<file path="src/rtl/frame_reader.sv">
// rtl/frame_reader.sv - SRAM frame read-out engine with byte-serialising stream output
//
// Purpose:
//   Reads word addresses 0..end of a captured frame from the camera SRAM read port.
//   Reading starts once the capture stage reports fetch_done. Each 32-bit word is
//   serialised as four bytes, least significant byte first. The result goes out on a
//   valid/ready byte stream toward the host link.
//
// Ports:
//   clk, reset_n      system clock, asynchronous active-low reset
//   start             one-cycle request to read out the current frame (ignored while busy)
//   fetch_done        capture stage level: frame is complete in SRAM
//   last_addr         last word address written by capture (clamped to MAX_ADDR)
//   s1_OE, s1_Addr    SRAM read enable (active low, one cycle per word) and word address
//   s1_RD             SRAM read data, valid RD_LAT cycles after s1_OE low
//   out_valid/out_ready/out_data/out_last   byte stream, out_last on the final byte
//   busy              high whenever a frame read-out is in progress
module frame_reader #(
  parameter int              AW         = 18,
  parameter logic [AW-1:0]   MAX_ADDR   = 18'h25800,
  parameter int              RD_LAT     = 2,
  parameter int              FIFO_DEPTH = 4
) (
  input  logic          clk,
  input  logic          reset_n,
  input  logic          start,
  input  logic          fetch_done,
  input  logic [AW-1:0] last_addr,
  output logic          s1_OE,
  output logic [AW-1:0] s1_Addr,
  input  logic [31:0]   s1_RD,
  output logic          out_valid,
  input  logic          out_ready,
  output logic [7:0]    out_data,
  output logic          out_last,
  output logic          busy
);

  localparam int PW = (FIFO_DEPTH > 1) ? $clog2(FIFO_DEPTH) : 1;

  typedef enum logic [1:0] {ST_IDLE, ST_WAIT, ST_READ, ST_DRAIN} state_t;

  state_t          state_q, state_d;
  logic [AW-1:0]   rd_addr_q, rd_addr_d;
  logic [AW-1:0]   end_addr_q, end_addr_d;
  logic [RD_LAT-1:0] pipe_q, pipe_d;
  logic [31:0]     mem_q [FIFO_DEPTH];
  logic [31:0]     mem_d [FIFO_DEPTH];
  logic [PW-1:0]   wr_ptr_q, wr_ptr_d;
  logic [PW-1:0]   rd_ptr_q, rd_ptr_d;
  logic [PW:0]     count_q, count_d;
  logic [31:0]     word_q, word_d;
  logic [1:0]      byte_idx_q, byte_idx_d;
  logic            word_last_q, word_last_d;
  logic [AW-1:0]   pop_addr_q, pop_addr_d;
  logic            out_valid_q, out_valid_d;
  logic [7:0]      out_data_q, out_data_d;
  logic            out_last_q, out_last_d;

  logic            issue;
  logic            push;
  logic            pop;
  logic            accept;
  logic            out_free;
  logic [31:0]     head;
  int              inflight;

  always_comb begin
    state_d     = state_q;
    rd_addr_d   = rd_addr_q;
    end_addr_d  = end_addr_q;
    pipe_d      = pipe_q;
    mem_d       = mem_q;
    wr_ptr_d    = wr_ptr_q;
    rd_ptr_d    = rd_ptr_q;
    count_d     = count_q;
    word_d      = word_q;
    byte_idx_d  = byte_idx_q;
    word_last_d = word_last_q;
    pop_addr_d  = pop_addr_q;
    out_valid_d = out_valid_q;
    out_data_d  = out_data_q;
    out_last_d  = out_last_q;

    // Credit: a read may only be issued if the FIFO has room for it and for
    // every word already travelling through the SRAM latency pipe.
    inflight = 0;
    for (int i = 0; i < RD_LAT; i++) begin
      inflight = inflight + int'(pipe_q[i]);
    end
    issue    = (state_q == ST_READ) && ((int'(count_q) + inflight) < FIFO_DEPTH);
    push     = pipe_q[RD_LAT-1];
    accept   = out_valid_q & out_ready;
    out_free = ~out_valid_q | out_ready;
    pop      = out_free && (byte_idx_q == 2'd0) && (count_q != '0);
    head     = mem_q[rd_ptr_q];

    // Frame sequencing
    case (state_q)
      ST_IDLE: begin
        if (start) begin
          state_d    = ST_WAIT;
          rd_addr_d  = '0;
          pop_addr_d = '0;
        end
      end
      ST_WAIT: begin
        if (fetch_done) begin
          state_d    = ST_READ;
          rd_addr_d  = '0;
          end_addr_d = (last_addr > MAX_ADDR) ? MAX_ADDR : last_addr;
        end
      end
      ST_READ: begin
        if (issue) begin
          // Address stays parked at end so it never runs past the frame.
          if (rd_addr_q == end_addr_q) begin
            state_d = ST_DRAIN;
          end else begin
            rd_addr_d = rd_addr_q + AW'(1);
          end
        end
      end
      ST_DRAIN: begin
        if (accept && out_last_q) begin
          state_d = ST_IDLE;
        end
      end
      default: state_d = ST_IDLE;
    endcase

    // SRAM latency pipe: the tap marks the cycle s1_RD carries the issued word.
    pipe_d[0] = issue;
    for (int i = 1; i < RD_LAT; i++) begin
      pipe_d[i] = pipe_q[i-1];
    end

    // Word FIFO
    if (push) begin
      mem_d[wr_ptr_q] = s1_RD;
      wr_ptr_d        = wr_ptr_q + PW'(1);
    end
    if (pop) begin
      rd_ptr_d = rd_ptr_q + PW'(1);
    end
    case ({push, pop})
      2'b10:   count_d = count_q + (PW+1)'(1);
      2'b01:   count_d = count_q - (PW+1)'(1);
      default: count_d = count_q;
    endcase

    // Unpacker: byte 0 goes straight from the FIFO head into the output
    // register, bytes 1..3 come from the held word, so there is no bubble
    // between words while the consumer keeps accepting.
    if (pop) begin
      word_d      = head;
      word_last_d = (pop_addr_q == end_addr_q);
      pop_addr_d  = pop_addr_q + AW'(1);
      byte_idx_d  = 2'd1;
      out_valid_d = 1'b1;
      out_data_d  = head[7:0];
      out_last_d  = 1'b0;
    end else if (out_free && (byte_idx_q != 2'd0)) begin
      byte_idx_d  = byte_idx_q + 2'd1;
      out_valid_d = 1'b1;
      out_last_d  = (byte_idx_q == 2'd3) && word_last_q;
      case (byte_idx_q)
        2'd1:    out_data_d = word_q[15:8];
        2'd2:    out_data_d = word_q[23:16];
        default: out_data_d = word_q[31:24];
      endcase
    end else if (accept) begin
      out_valid_d = 1'b0;
      out_last_d  = 1'b0;
    end
  end

  always_ff @(posedge clk or negedge reset_n) begin
    if (!reset_n) begin
      state_q     <= ST_IDLE;
      rd_addr_q   <= '0;
      end_addr_q  <= '0;
      pipe_q      <= '0;
      for (int i = 0; i < FIFO_DEPTH; i++) begin
        mem_q[i] <= '0;
      end
      wr_ptr_q    <= '0;
      rd_ptr_q    <= '0;
      count_q     <= '0;
      word_q      <= '0;
      byte_idx_q  <= '0;
      word_last_q <= 1'b0;
      pop_addr_q  <= '0;
      out_valid_q <= 1'b0;
      out_data_q  <= '0;
      out_last_q  <= 1'b0;
    end else begin
      state_q     <= state_d;
      rd_addr_q   <= rd_addr_d;
      end_addr_q  <= end_addr_d;
      pipe_q      <= pipe_d;
      mem_q       <= mem_d;
      wr_ptr_q    <= wr_ptr_d;
      rd_ptr_q    <= rd_ptr_d;
      count_q     <= count_d;
      word_q      <= word_d;
      byte_idx_q  <= byte_idx_d;
      word_last_q <= word_last_d;
      pop_addr_q  <= pop_addr_d;
      out_valid_q <= out_valid_d;
      out_data_q  <= out_data_d;
      out_last_q  <= out_last_d;
    end
  end

  assign s1_OE     = ~issue;
  assign s1_Addr   = rd_addr_q;
  assign out_valid = out_valid_q;
  assign out_data  = out_data_q;
  assign out_last  = out_last_q;
  assign busy      = (state_q != ST_IDLE);

endmodule

</file>
<file path="config.mk">
export PLATFORM = sky130hd
export DESIGN_NAME = frame_reader
export DESIGN_NICKNAME = d
export VERILOG_FILES = /design/src/rtl/frame_reader.sv
export SDC_FILE = /design/constraint.sdc
export NUM_CORES = 1
export LEC_CHECK = 0
export CORE_MARGIN = 4
export CORE_UTILIZATION = 59
export CTS_CLUSTER_DIAMETER = 120
export DETAILED_ROUTE_END_ITERATION = 16
export PLACE_DENSITY = 0.81
export SYNTH_ARGS = -nofsm -noshare
export SYNTH_HDL_FRONTEND = slang
export SYNTH_SLANG_ARGS = --single-unit
</file>
<file path="constraint.sdc">
create_clock -name clk -period 3.2 [get_ports clk]
set_input_delay 0.32 -clock clk [delete_from_list [all_inputs] [get_ports clk]]
set_output_delay 0.32 -clock clk [all_outputs]
set_load 0.005 [all_outputs]
</file>
==> reports/results.txt, run 1 <==
Final setup viols - 0
commonest non-fill, non-tap cells in the layout - dfrtp_1 (229), nand2_1 (133), mux2_2 (130)
EDFF count, synth - 0
Setup TNS Final - 0 ns
CTS resizes - 0
area of the multi-input gates - 4858 µm²
crit-path cells - inv_1, ha_1, inv_1, o21ai_1, buf_4, nor3_1, a221o_1
CTS Buf Count - 24
clock sink count - 230
crit path time final - 2.704 ns
max cap viols - 0
RR Endpoint - s1_Addr[17]
largest area contributor in the netlist - dfrtp_1
Die Y - 144.3 µm
Worst R2R Start - state_q[0]
Yosys cell types - 64
Tcrit/Tclk final - 84.50%
share of cells above drive strength 1 - 23.26%
post-synthesis register bit count - 230
Wirelength per Cell - 20.28 µm
Initial Util - 60.58%
global-route wire length before repair - 40690 µm
Critical-path top delay cell - o21ai_1
Slew headroom - 28.00%
Vias - 7590
Residual DRC - 0
power density over the cells - 942.1 nW/µm²
Worst-path clk slew - 0.06 ns
largest net degree at the start of global routing - 69
Worst Tran Pin Value - 1.073 ns
placer congestion estimate - 0.8956
Setup Fix Bufs, Post-CTS - 0
register area share after synthesis - 52.53%
Static Leak - 5.503 nW
DP Wirelength - 16600 µm
Worst Setup End Kind - flop
Synth top area share - 52.53%
Area contributors post-synth - dfrtp_1 (53%), mux2_2 (13%), mux4_2 (6.6%)
Initial DRT Pass Iterations - 5
worst ir drop on vdd - 592.7 µV
worst-case reg-to-reg path depth - 7
FP Rows - 49
ys async rst share - 100.0%
Die Wd - 144.3 µm
R2R Setup Slk - 0.50 ns
CP endpoint - s1_Addr[17]
clk_lat worst skew - 0.52 ns
Die Footprint - 20820 µm²
Max Slew Vio Count - 0
grt ovf - 0
CP startpoint - state_q[0]
crit path max fanout - 18
count of input and output buffers - 84
Clock Skews - 0.01184 ns
antenna violations before repair - 0
Critical Path AT - 3.10 ns
syn avg cell area - 12.16 µm²
Mapped Area - 10960 µm²
Min-Delay Path Class - input port to asynchronous set/reset pin
antenna cells - 0
CP max stage delay - 0.92 ns
area grow syn2layout - 16.99%
Setup crit start kind - flop
Mapped Cells - 901
Post-DRT Antenna Nets - 0
vias in the first global route - 7903
Worst Path Required - 3.59 ns
Root Buffer - clkbuf_16
cell repeated most along the worst path - inv_1
TritonCTS clock tree - done
GR Util All Layers - 24.69%
register area - 5757 µm²
commonest non-fill, non-tap cell in the layout - dfrtp_1
RSZ-0062 raised after global routing - false
initial drt markers - 428
status - completed
core area - 18090 µm²
Syn Nets - 974
Ports - 85
Synthesis Warnings - 0
fmax - 369.8 MHz
Clock Tree Buf Depth - 3
H-tree levels - 1
WL final - 24790 µm
CP Class - flop to flop
fillers - 1229
Tot Pwr - 12.08 mW
Synth Flop Type - dfrtp_1
layout net count - 1049
vias per inst - 6.211
Final Hold Viols - 0
final cells by class:
cell class                 instances  share of cell area [%]
clock buffer                      39                   5.671
clock inverter                     4                  0.4588
inverter                          22                  0.6442
multi-input combinational        594                   37.90
sequential                       230                   44.91
tap                              229                   2.235
timing repair buffer             104                   8.180
routing by layer:
layer  vias up  share of wire, %  track usage [%]
met5         -                 0                0
met1      3842                41            33.00
met4         0               2.7            8.395
li1       3428                 -                -
met3        52               6.1            4.630
met2       268                51            41.16
critical path: cells and delay by family (launching register included):
family | cells | cell delay [ns]
AOI/OAI and AO/OA | 2 | 1.27
and+or+nand+nor | 1 | 0.06
adders and majority gates | 1 | 0.18
DFF | 1 | 0.41
buffers and inverters | 3 | 0.66
through the flow:
step,instance area [µm²],setup slack [ns],utilization (%),std cells,hold slack [ns]
global placement,12020,0.5944,66.48,1178,0.2335
detailed placement,12020,0.5205,66.48,1178,0.2310
floorplan,10960,0.6742,-,901,0.02441
finish,12820,0.4960,70.88,1222,0.2930
CTS,12820,0.5642,70.88,1222,0.2921
global route,12820,0.3400,70.88,1222,0.3089
state kept, by name (all words and copies together) (netlist names):
register and cells:
rd_ptr_q 2, byte_idx_q 2, pipe_q 2, end_addr_q 18, word_last_q 1, state_q 2
out_last 1, wr_ptr_q 2, out_data 8, pop_addr_q 18, count_q 3, word_q 24
mem_q 128, s1_Addr 18, out_valid 1
report_power, final:
group	internal [mW]	switching [mW]	leakage (nW)
sequential	4.14	0.925	2.81
combinational	2.33	1.93	2.31
clock	1.63	1.12	0.381
total	8.10	3.98	5.50
cells in the mapped netlist, types with 4 or more instances:
| cell type | number |
|---|---|
| o31ai_1 | 5 |
| o21ai_0 | 30 |
| inv_1 | 21 |
| buf_2 | 16 |
| nor2_1 | 12 |
| buf_1 | 14 |
| mux2_2 | 130 |
| or3_1 | 6 |
| mux4_2 | 32 |
| nor4_1 | 4 |
| a21oi_1 | 17 |
| nand2_1 | 133 |
| dfrtp_1 | 230 |
| a22oi_1 | 16 |
| xor2_1 | 9 |
| a31oi_1 | 5 |
| nand3_1 | 26 |
| and3_1 | 10 |
| nor3_1 | 12 |
| o311ai_1 | 5 |
| a22o_1 | 13 |
| nand4_1 | 15 |
| clkbuf_1 | 19 |
| ha_1 | 17 |
| o211ai_1 | 16 |
| xnor2_1 | 32 |
how the worst min path moves through the flow:
stage | startpoint | end | slack [ns]
final | reset_n | mem_q[35] | 0.29
after global routing | reset_n | out_data[0] | 0.31
after CTS | reset_n | mem_q[97] | 0.29
after detailed placement | reset_n | mem_q[103] | 0.23
after global placement | reset_n | mem_q[35] | 0.23
after floorplan | reset_n | byte_idx_q[0] | 0.02
kinds of logic (layout without fill, tap and decap cells):
logic type,Yosys count,count (layout),share of synthesized area [%]
flops,230,230,52.53
compound gates,137,137,8.816
buf+inv,77,169,3.129
fa+ha+maj,18,18,2.124
xor+xnor,42,42,3.426
simple gates,232,232,9.718
mux,165,165,20.26
timing repair:
item                                    CTS  global route
endpoints found under the setup margin    0             0
endpoints found under the hold margin    39             0
hold buffers                              1             0
(Power assumes the default switching activity.)
==> run 2: changes to the inputs <==
--- a/config.mk
+++ b/config.mk
@@ -6,10 +6,10 @@
 export NUM_CORES = 1
 export LEC_CHECK = 0
 export CORE_MARGIN = 4
-export CORE_UTILIZATION = 59
+export CORE_UTILIZATION = 53
 export CTS_CLUSTER_DIAMETER = 120
 export DETAILED_ROUTE_END_ITERATION = 16
-export PLACE_DENSITY = 0.81
+export PLACE_DENSITY = 0.76
 export SYNTH_ARGS = -nofsm -noshare
 export SYNTH_HDL_FRONTEND = slang
 export SYNTH_SLANG_ARGS = --single-unit
==> constraint.sdc (replaced) <==
create_clock -name clk -period 2.36 [get_ports clk]
set_input_delay 0.236 -clock clk [delete_from_list [all_inputs] [get_ports clk]]
set_output_delay 0.236 -clock clk [all_outputs]
set_load 0.005 [all_outputs]
==> run 2 against run 1 <==
Sequential power is 33% higher. Cell count is 4.8% higher. Highest routed layer unchanged. Non-clock buffer count is 17 higher. Flip-flop and latch count stayed put. Worst hold slack worse by 0.017 ns.
==> reports/results.txt, run 2 (synthesized netlist as in run 1, its figures left out) <==
FP Rows - 52
Die Y - 151.8 µm
Final setup viols - 0
Vias - 7532
Static Leak - 5.627 nW
Initial DRT Pass Iterations - 7
Worst Path Required - 2.12 ns
Worst Tran Pin Value - 0.5480 ns
Final Hold Viols - 0
M1 WL - 10490 µm
CTS Buf Count - 25
power density over the cells - 1262 nW/µm²
max layer used - met4
global-route wire length before repair - 40030 µm
commonest non-fill, non-tap cells in the layout - dfrtp_1 (229), nand2_1 (133), mux2_2 (130)
crit path time final - 2.244 ns
Residual DRC - 0
grt ovf - 0
Tcrit/Tclk final - 95.10%
routed wl met3 - 1381 µm
crit path max fanout - 5
Slew headroom - 63.46%
most flop-heavy register - mem_q
TritonCTS clock tree - done
area grow syn2layout - 19.56%
Critical Path AT - 2.01 ns
Tot Pwr - 16.54 mW
Worst-path clk slew - 0.06 ns
RSZ-0062 raised after global routing - false
antenna cells - 0
fillers - 1515
Worst Setup End Kind - primary output
clock sink count - 230
clk_lat worst skew - 0.52 ns
Root Buffer - clkbuf_16
layout net count - 1067
count of input and output buffers - 84
Setup TNS Final - 0 ns
Post-DRT Antenna Nets - 0
biggest regs - mem_q x128, word_q x24
commonest non-fill, non-tap cell in the layout - dfrtp_1
Max Slew Vio Count - 0
DP Wirelength - 16600 µm
fmax - 445.6 MHz
Hold WS - 0.2762 ns
Clock Tree Buf Depth - 3
vias per inst - 5.880
met2 routed WL - 12360 µm
worst ir drop on vdd - 907.7 µV
core area - 20300 µm²
antenna violations before repair - 0
max reg flops - 128
WL final - 24710 µm
CP Class - flop to primary output
share of cells above drive strength 1 - 25.12%
placer congestion estimate - 0.8921
vias in the first global route - 7739
Initial Util - 53.98%
largest net degree at the start of global routing - 70
max cap viols - 0
initial drt markers - 576
status - completed
H-tree levels - 1
Ports - 85
Die Wd - 151.8 µm
Clock Skews - 0.004881 ns
GR Util All Layers - 21.81%
Setup crit start kind - flop
Wirelength per Cell - 19.29 µm
Die Footprint - 23040 µm²
Min-Delay Path Class - input port to asynchronous set/reset pin
run 2: layout make-up:
cell class                 count  area [µm²]  area share [%]
tap                          270       337.8           2.579
clock inverter                 4       37.54          0.2865
sequential                   230        5757           43.94
multi-input combinational    594        4898           37.39
inverter                      22       82.58          0.6304
clock buffer                  40       762.0           5.817
timing repair buffer         121        1225           9.350
run 2: final timing paths:
kind	start	endpoint	slack [ns]	cells after the start
setup / recovery	state_q[0]	busy	0.12	5
hold / removal	reset_n	mem_q[100]	0.28	2
setup reg to reg	end_addr_q[9]	s1_Addr[14]	0.16	7
hold reg to reg	pipe_q[0]	pipe_q[1]	0.38	0
max in group asynchronous	reset_n	end_addr_q[17]	1.28	3
min in group clk	last_addr[15]	end_addr_q[15]	0.37	3
run 2: per-stage QoR:
stage	std cells	cell area, µm²	utilization [%]	setup WS [ns]
after global routing	1281	13100	64.53	0.04084
final	1281	13100	64.53	0.1156
after floorplan	901	10990	-	0.01788
after detailed placement	1235	12260	60.39	-0.09260
after global placement	1235	12260	60.39	-0.04748
after CTS	1281	13080	64.45	0.08873
run 2: per-layer routing:
layer | global-route usage, % | vias up
met5 | 0 | -
met4 | 4.897 | 0
met3 | 2.915 | 40
met2 | 37.38 | 236
met1 | 29.97 | 3802
li1 | - | 3454
run 2: timing repair:
| item | 4_1_cts | 5_1_grt |
|---|---|---|
| hold buffers | 1 | 0 |
| endpoints found under the setup margin | 1 | 16 |
| resized for setup | 2 | 4 |
| pin swaps | 1 | 0 |
| hold endpoints to repair | 65 | 0 |
| setup buffers | 1 | 0 |
run 2: worst max-delay path, stage by stage (launching register included):
cell,delay (ns)
dfrtp_1,0.41
inv_1,0.10
ha_1,0.23
buf_4,0.17
inv_1,0.08
clkdlybuf4s50_1,0.50
run 2: report_power, final:
part | internal [mW] | total, mW | switching (mW) | leakage [nW]
Clock | 2.21 | 3.76 | 1.55 | 0.392
Combinational | 3.27 | 6.02 | 2.75 | 2.42
Sequential | 5.62 | 6.76 | 1.14 | 2.81
==> run 3: changes to the inputs <==
--- a/config.mk
+++ b/config.mk
@@ -8,6 +8,7 @@
 export CORE_MARGIN = 4
 export CORE_UTILIZATION = 53
 export CTS_CLUSTER_DIAMETER = 120
+export CTS_CLUSTER_SIZE = 14
 export DETAILED_ROUTE_END_ITERATION = 16
 export PLACE_DENSITY = 0.76
 export SYNTH_ARGS = -nofsm -noshare
==> run 3 against run 2 <==
Sequential share of layout area increased by 0.83 points. Flip-flop and latch count unchanged. Cell area decreased by 1.9%. Count of clock-buffer cells in the layout decreased by 18. Highest routed layer unchanged. Fmax increased by 0.56%. Routed wire length decreased by 1.4%. Via count decreased by 1.2%. Clock power decreased by 22%. Sequential power about the same. Largest cell class unchanged. Global-route usage decreased by 0.20 points. Cell count decreased by 1.5%. Critical path depth increased by 6.
==> reports/results.txt, run 3 (synthesized netlist as in run 1, its figures left out) <==
status - completed
antenna cells - 0
fillers - 1552
Critical Path AT - 2.65 ns
max reg flops - 128
RSZ-0062 raised after global routing - false
share of cells above drive strength 1 - 24.29%
Clock Skews - 0.01043 ns
Worst Tran Pin Value - 0.5622 ns
initial drt markers - 585
DP Area - 12260 µm²
Tcrit/Tclk final - 94.57%
area of the multi-input gates - 4898 µm²
crit path time final - 2.232 ns
Final setup viols - 0
Die Footprint - 23040 µm²
fmax - 448.1 MHz
most flop-heavy register - mem_q
Initial Util - 53.98%
CP delay by family, top - adder cells
RR Endpoint - count_q[2]
final instance area - 12860 µm²
Initial DRT Pass Iterations - 5
Ports - 85
R2R Setup Slk - 0.13 ns
Hold WS - 0.2838 ns
core area - 20300 µm²
count of input and output buffers - 84
register area - 5757 µm²
TritonCTS clock tree - done
CP Depth - 11
Worst Setup End Kind - flop
CP endpoint - count_q[2]
Setup crit start kind - flop
crit path max fanout - 3
grt ovf - 0
layout net count - 1064
Slew headroom - 62.52%
DP Wirelength - 16600 µm
Static Leak - 5.513 nW
vias per inst - 5.898
CTS Buf Count - 20
Max Slew Vio Count - 0
CP Class - flop to flop
H-tree levels - 1
largest net degree at the start of global routing - 70
placer congestion estimate - 0.8921
Post-DRT Antenna Nets - 0
area grow syn2layout - 17.35%
crit-path cells - inv_1, ha_2, nand2_1, or2_1, inv_2, ha_4, inv_1, fa_1, xor2_1, nor2_1, xor2_1
Critical-path top delay cell - dfrtp_1
worst ir drop on vdd - 797.3 µV
worst-case reg-to-reg path depth - 11
power density over the cells - 1223 nW/µm²
GR Util All Layers - 21.61%
Crit path buffers/inverters - 3
Worst Path Required - 2.78 ns
clock sink count - 230
Min-Delay Path Class - input port to asynchronous set/reset pin
vias in the first global route - 7651
Worst-path clk slew - 0.06 ns
clk_lat worst skew - 0.50 ns
CP max stage delay - 0.40 ns
Residual DRC - 0
Worst R2R Start - byte_idx_q[1]
max cap viols - 0
antenna violations before repair - 0
CP startpoint - byte_idx_q[1]
WL final - 24370 µm
global-route wire length before repair - 39660 µm
Final Hold Viols - 0
biggest regs - mem_q x128, word_q x24
Wirelength per Cell - 19.31 µm
Root Buffer - clkbuf_16
Clock Tree Buf Depth - 3
Die Wd - 151.8 µm
FP Rows - 52
commonest non-fill, non-tap cell in the layout - dfrtp_1
Vias - 7443
commonest non-fill, non-tap cells in the layout - dfrtp_1 (229), nand2_1 (133), mux2_2 (130)
Die Y - 151.8 µm
[run 3: cell type report]
cell class              instances  share of cell area [%]
clock buffers                  22                   4.116
multi-input cells             594                   38.10
repair buffers                123                   9.673
inverters                      22                  0.6423
clock inverters                 1                 0.06812
well taps                     270                   2.627
flip-flops and latches        230                   44.77
[run 3: how the worst min path moves through the flow]
stage	start	to	slack [ns]
2_1_floorplan	reset_n	byte_idx_q[0]	-0.06
3_3_place_gp	reset_n	mem_q[100]	0.24
3_5_place_dp	reset_n	mem_q[99]	0.24
4_1_cts	reset_n	mem_q[99]	0.32
5_1_grt	reset_n	mem_q[100]	0.35
6_report	reset_n	mem_q[100]	0.28
[run 3: timing repair]
item / in CTS / in global routing
hold endpoints to repair: 65 / 0
resized for setup: 1 / 5
cloned: 0 / 0
pin swaps: 1 / 1
hold buffers: 1 / 0
endpoints found under the setup margin: 1 / 17
buffers inserted: 1 / 2
[run 3: routing by layer]
layer	share of wire, %	GRT usage [%]	vias up
met5	0	0	-
met4	1.4	4.313	0
met3	5.3	2.736	29
met2	50	36.80	221
met1	43	30.25	3757
li1	-	-	3436
[run 3: worst reg2reg max path, stage by stage, from the launching register on]
cell and delay [ns]:
dfrtp_1 0.40, inv_1 0.12, ha_2 0.22, nand2_1 0.05, or2_1 0.23, inv_2 0.11, ha_4 0.14, inv_1 0.05
fa_1 0.39, xor2_1 0.16, nor2_1 0.14, xor2_1 0.16
[run 3: power by group]
part | internal, mW | switching (mW) | leakage, nW
Clock | 1.58 | 1.37 | 0.264
Sequential | 5.61 | 1.14 | 2.81
Combinational | 3.30 | 2.74 | 2.44
Total | 10.5 | 5.24 | 5.51
[run 3: per-stage QoR]
stage | util (%) | worst slack [ns] | cells | power [mW] | TNS [ns]
2_1_floorplan | - | 0.01788 | 901 | 10.87 | 0
3_3_place_gp | 60.39 | -0.04748 | 1235 | 12.51 | -0.2875
3_5_place_dp | 60.39 | -0.09260 | 1235 | 12.78 | -0.6958
4_1_cts | 63.17 | 0.003843 | 1260 | 15.82 | 0
5_1_grt | 63.34 | 0.01523 | 1262 | 16.74 | 0
6_report | 63.34 | 0.1282 | 1262 | 15.73 | 0
